<file path="config.mk">
export PLATFORM = sky130hd
export DESIGN_NAME = sar_search
export DESIGN_NICKNAME = d
export VERILOG_FILES = /design/src/rtl/sar_search.sv
export SDC_FILE = /design/constraint.sdc
export NUM_CORES = 1
export LEC_CHECK = 0
export BUFFER_PORTS_ARGS = -buffer_cell sky130_fd_sc_hd__clkbuf_2
export CELL_PAD_IN_SITES_DETAIL_PLACEMENT = 1
export CELL_PAD_IN_SITES_GLOBAL_PLACEMENT = 1
export CORE_ASPECT_RATIO = 0.9
export CORE_MARGIN = 2
export CORE_UTILIZATION = 36
export DETAILED_ROUTE_END_ITERATION = 10
export MAX_ROUTING_LAYER = met4
export PLACE_DENSITY = 0.68
export SLEW_MARGIN = 20
export SYNTH_ARGS = -nofsm -noshare
export SYNTH_HDL_FRONTEND = slang
export SYNTH_SLANG_ARGS = --single-unit
</file>
<file path="constraint.sdc">
create_clock -name clk -period 1.32 [get_ports clk]
set_input_delay 0.132 -clock clk [delete_from_list [all_inputs] [get_ports clk]]
set_output_delay 0.132 -clock clk [all_outputs]
set_load 0.005 [all_outputs]
</file>
<file path="src/rtl/sar_search.sv">
// MSB-first successive-approximation controller. It drives the trial operand of an
// external combinational magnitude comparator and consumes its lt/gt/eq verdict.
module sar_search #(
   parameter int WIDTH = 3
) (
   input  logic             clk,
   input  logic             rst_n,
   input  logic             start,
   input  logic             lt,
   input  logic             gt,
   input  logic             eq,
   output logic [WIDTH-1:0] trial,
   output logic             busy,
   output logic             done,
   output logic [WIDTH-1:0] result,
   output logic             err
);
   localparam int IW = (WIDTH > 1) ? $clog2(WIDTH) : 1;

   typedef enum logic [1:0] {IDLE, TRY, DONE} state_t;

   state_t           state;
   logic [IW-1:0]    idx;
   logic [IW-1:0]    idx_dn;
   logic             legal;
   logic [WIDTH-1:0] decided;
   logic [WIDTH-1:0] stepped;

   // decided: trial with bit idx resolved; stepped: next trial with bit idx-1 set
   always_comb begin
      legal   = (lt ^ gt ^ eq) & ~(lt & gt & eq);
      idx_dn  = idx - IW'(1);
      decided = trial;
      if (lt) decided[idx] = 1'b0;
      stepped = decided;
      if (idx != '0) stepped[idx_dn] = 1'b1;
   end

   always_ff @(posedge clk or negedge rst_n) begin
      if (!rst_n) begin
         state  <= IDLE;
         trial  <= '0;
         idx    <= '0;
         busy   <= 1'b0;
         done   <= 1'b0;
         result <= '0;
         err    <= 1'b0;
      end else begin
         case (state)
            IDLE: begin
               if (start) begin
                  state <= TRY;
                  busy  <= 1'b1;
                  trial <= {1'b1, {(WIDTH-1){1'b0}}};
                  idx   <= IW'(WIDTH-1);
               end
            end
            TRY: begin
               // An illegal verdict reports the trial that provoked it
               if (!legal || eq) begin
                  result <= trial;
                  err    <= ~legal;
                  state  <= DONE;
                  busy   <= 1'b0;
                  done   <= 1'b1;
                  trial  <= '0;
               end else if (idx == '0) begin
                  result <= decided;
                  err    <= 1'b0;
                  state  <= DONE;
                  busy   <= 1'b0;
                  done   <= 1'b1;
                  trial  <= '0;
               end else begin
                  trial <= stepped;
                  idx   <= idx_dn;
               end
            end
            DONE: begin
               done  <= 1'b0;
               state <= IDLE;
            end
            default: begin
               state <= IDLE;
               busy  <= 1'b0;
               done  <= 1'b0;
               trial <= '0;
            end
         endcase
      end
   end

endmodule
</file>
==> impl_metrics.csv <==
group,metric,value,unit
status,run_status,"completed",
sta,shortest_clock_period_the_worst_path_allows_after_layout,1288,ps
sta,skew,2.412,ps
floorplanning,core_region_area,0.001734,mm^2
setup_path,timing.reg2reg.setup_slack,30,ps
sta,slew_headroom,77.46,%
setup_path,timing.critical_path.cells,"inv_2, ha_4, inv_2, a21oi_4, mux2_4",
final_layout,nets,103,
routing,vias_per_cell,4.930,
placed_design,place_inst,108,
final_layout,seqCellArea,325.3,um^2
sta,hold_ws,202.1,ps
sta,timing_hold_violations_final,0,
min_path,hold_depth,3,
global_route,globalRouteOverflowTotal,0,
sta,setup_viol_count_final,0,
clock_network,cts_buffers,3,
global_route,grt_antenna_before_repair,0,
setup_path,worstSetupStartpointType,"flip-flop",
clock_network,cts.sink_count,13,
pwr,vdd.ir_drop.worst,0.8740,mV
placed_design,numPortBuffers,14,
setup_path,cp_arrival,1450,ps
routing,num_vias,562,
global_route,grt_pass1_wl,2.691,mm
global_route,number_of_global_route_vias_before_repair,605,
sta,max_slew.worst_pin.slew,338.1,ps
placed_design,finalWeightedCongestion,0.7810,
final_layout,finalInstanceArea,915.9,um^2
final_layout,area_growth_from_synthesis_to_layout,33.09,%
routing,post_drt_wl_per_cell,14.04,um
global_route,track_usage,16.63,%
final_layout,post_route_cells_drive_above_1_share,42.22,%
floorplanning,die_y,45.48,um
final_layout,fillerInstances,204,
setup_path,crit_top_cell,"inv_2",
final_layout,mostFrequentLayoutCells,"14 x clkbuf_2, 13 x dfrtp_1, 10 x buf_4",
logic_synthesis,syn_avg_cell_area,11.28,um^2
sta,final.period_utilization,97.58,%
final_layout,stdcell_count,114,
logic_synthesis,netlist_area,688.2,um^2
placed_design,post-dp-hpwl,1.236,mm
clock_network,cts_tree,"yes",
routing,ant_nets,0,
global_route,grt_max_degree,14,
sta,achievable-frequency,776.4,MHz
min_path,hold_path_class,"in -> reg",
floorplanning,boundaryPins,15,
pwr,power.static_leakage,0.4563,nW
setup_path,worst-path-max-fanout,4,
logic_synthesis,yosys_warnings,0,
job,cap_violations,0,
floorplanning,floorplan.rows,14,
clock_network,cts_max_level,1,
sta,rsz0062_at_grt,"false",
setup_path,required,1480,ps
clock_network,maximum_buffer_depth_of_the_clock_tree,2,
clock_network,clock_tree.root_cell,"clkbuf_4",
clock_network,clkSlewWorstSetupHoldPaths,80,ps
pwr,power_per_cell_area,2029,mW/mm^2
clock_network,clock_insertion_delay_worst_skew,270,ps
floorplanning,floorplan.die_area,0.002278,mm^2
setup_path,ff2ff_path_depth,5,
floorplanning,dieWidth,50.09,um
setup_path,cp_slowest_stage_delay,400,ps
logic_synthesis,seq_area_frac_synth,47.27,%
routing,detail_route.wirelength,1.600,mm
logic_synthesis,synthCells,61,
setup_path,crit_slowest_cell,"dfrtp_1",
routing,drc_errors,0,
sta,finalSetupTns,0,ps
routing,firstDrtPassIters,4,
setup_path,crit_type,"reg -> reg",
logic_synthesis,yosys.cell_types.count,23,
placed_design,place_area,858.3,um^2
final_layout,area_taken_by_multi_input_logic_gates,345.3,um^2
logic_synthesis,postSynthRegisterBits,13,
routing,first_iter_violations,5,
final_layout,layout_commonest_cell,"clkbuf_2",
floorplanning,initial_utilization,39.68,%
setup_path,setup.worst_path.end_class,"flip-flop",
sta,timing_max_transition_violations_final,0,
logic_synthesis,synth_fp_nets,73,
final_layout,antenna_cells,0,
-- registers in the layout (all words and copies together), names as in the netlist --
signal and count:
result 3, trial 3, idx 2, state 2
busy 1, done 1, err 1
-- synth_stat cells, drive strengths merged --
cell,count,area share (%)
inv,9,4.9
a21oi,3,3.8
dfrtp,13,47
nand2,2,1.1
mux2,2,4.4
o22ai,1,0.91
a21o,1,1.1
o32ai,1,1.3
o2bb2ai,4,5.1
a31oi,3,2.7
nand4bb,1,1.6
ha,6,11
and3,1,1.1
nand2b,2,2.2
mux2i,2,2.9
a2bb2oi,1,2.2
nand3b,1,1.1
nor2,4,2.2
o21ai,2,1.5
nor2b,2,1.8
-- power breakdown --
group          total [mW]  switching [mW]  internal [mW]
combinational       0.919           0.425          0.493
sequential          0.689           0.137          0.552
clock               0.250           0.133          0.117
total                1.86           0.696           1.16
-- logic make-up after synthesis --
logic type / after synthesis / share of synthesized area (%)
DFF: 13 / 47.27
muxes: 4 / 7.273
and+or+nand+nor: 13 / 11.09
adders and majority gates: 6 / 10.91
AOI/OAI and AO/OA: 16 / 18.55
buffers and inverters: 9 / 4.909
-- final timing paths --
kind                            startpoint         to
worst max-delay path                idx[1]  result[2]
worst min-delay path                    eq        err
worst max register to register      idx[1]  result[2]
worst min register to register        done       done
max in group asynchronous            rst_n  result[0]
min in group asynchronous            rst_n   trial[0]
-- critical path, delay by kind of cell, from the launching register on --
kind	cells	cell delay, ps
AOI/OAI and AO/OA	1	170
adders and majority gates	1	150
buffers and inverters	2	140
DFF	1	400
muxes	1	320
-- routing by layer --
layer  wire length (um)  vias up  share of wire, %  GRT usage [%]
li1                   -      273                 -              -
met1                737      274                46          20.08
met2                787       13                49          27.63
met3                 71        2               4.4          4.276
met4                  4        0              0.25          5.000
met5                  0        -                 0              -
-- repair_timing --
item                       CTS  global route
buffers inserted             0             1
hold buffers                 1             0
hold endpoints to repair    13             0
pin swaps                    1             1
setup endpoints to repair    2             3
gates resized for setup      3             1
-- metrics by stage --
step	power (mW)	utilization (%)	worst slack, ps
after floorplan	1.073	-	-40.08
after global placement	1.510	49.49	-114.8
after detailed placement	1.543	49.49	-144.6
after CTS	1.842	52.16	9.756
after global routing	1.999	52.81	0.9686
final	1.858	52.81	31.93
-- layout make-up --
class                      instances  share of cell area (%)
timing repair buffer              25                   16.94
clock buffer                       4                   2.869
inverter                           9                   3.689
sequential                        13                   35.52
tap                               24                   3.279
multi-input combinational         39                   37.70
Note: power is estimated with default switching activity, not from simulation.
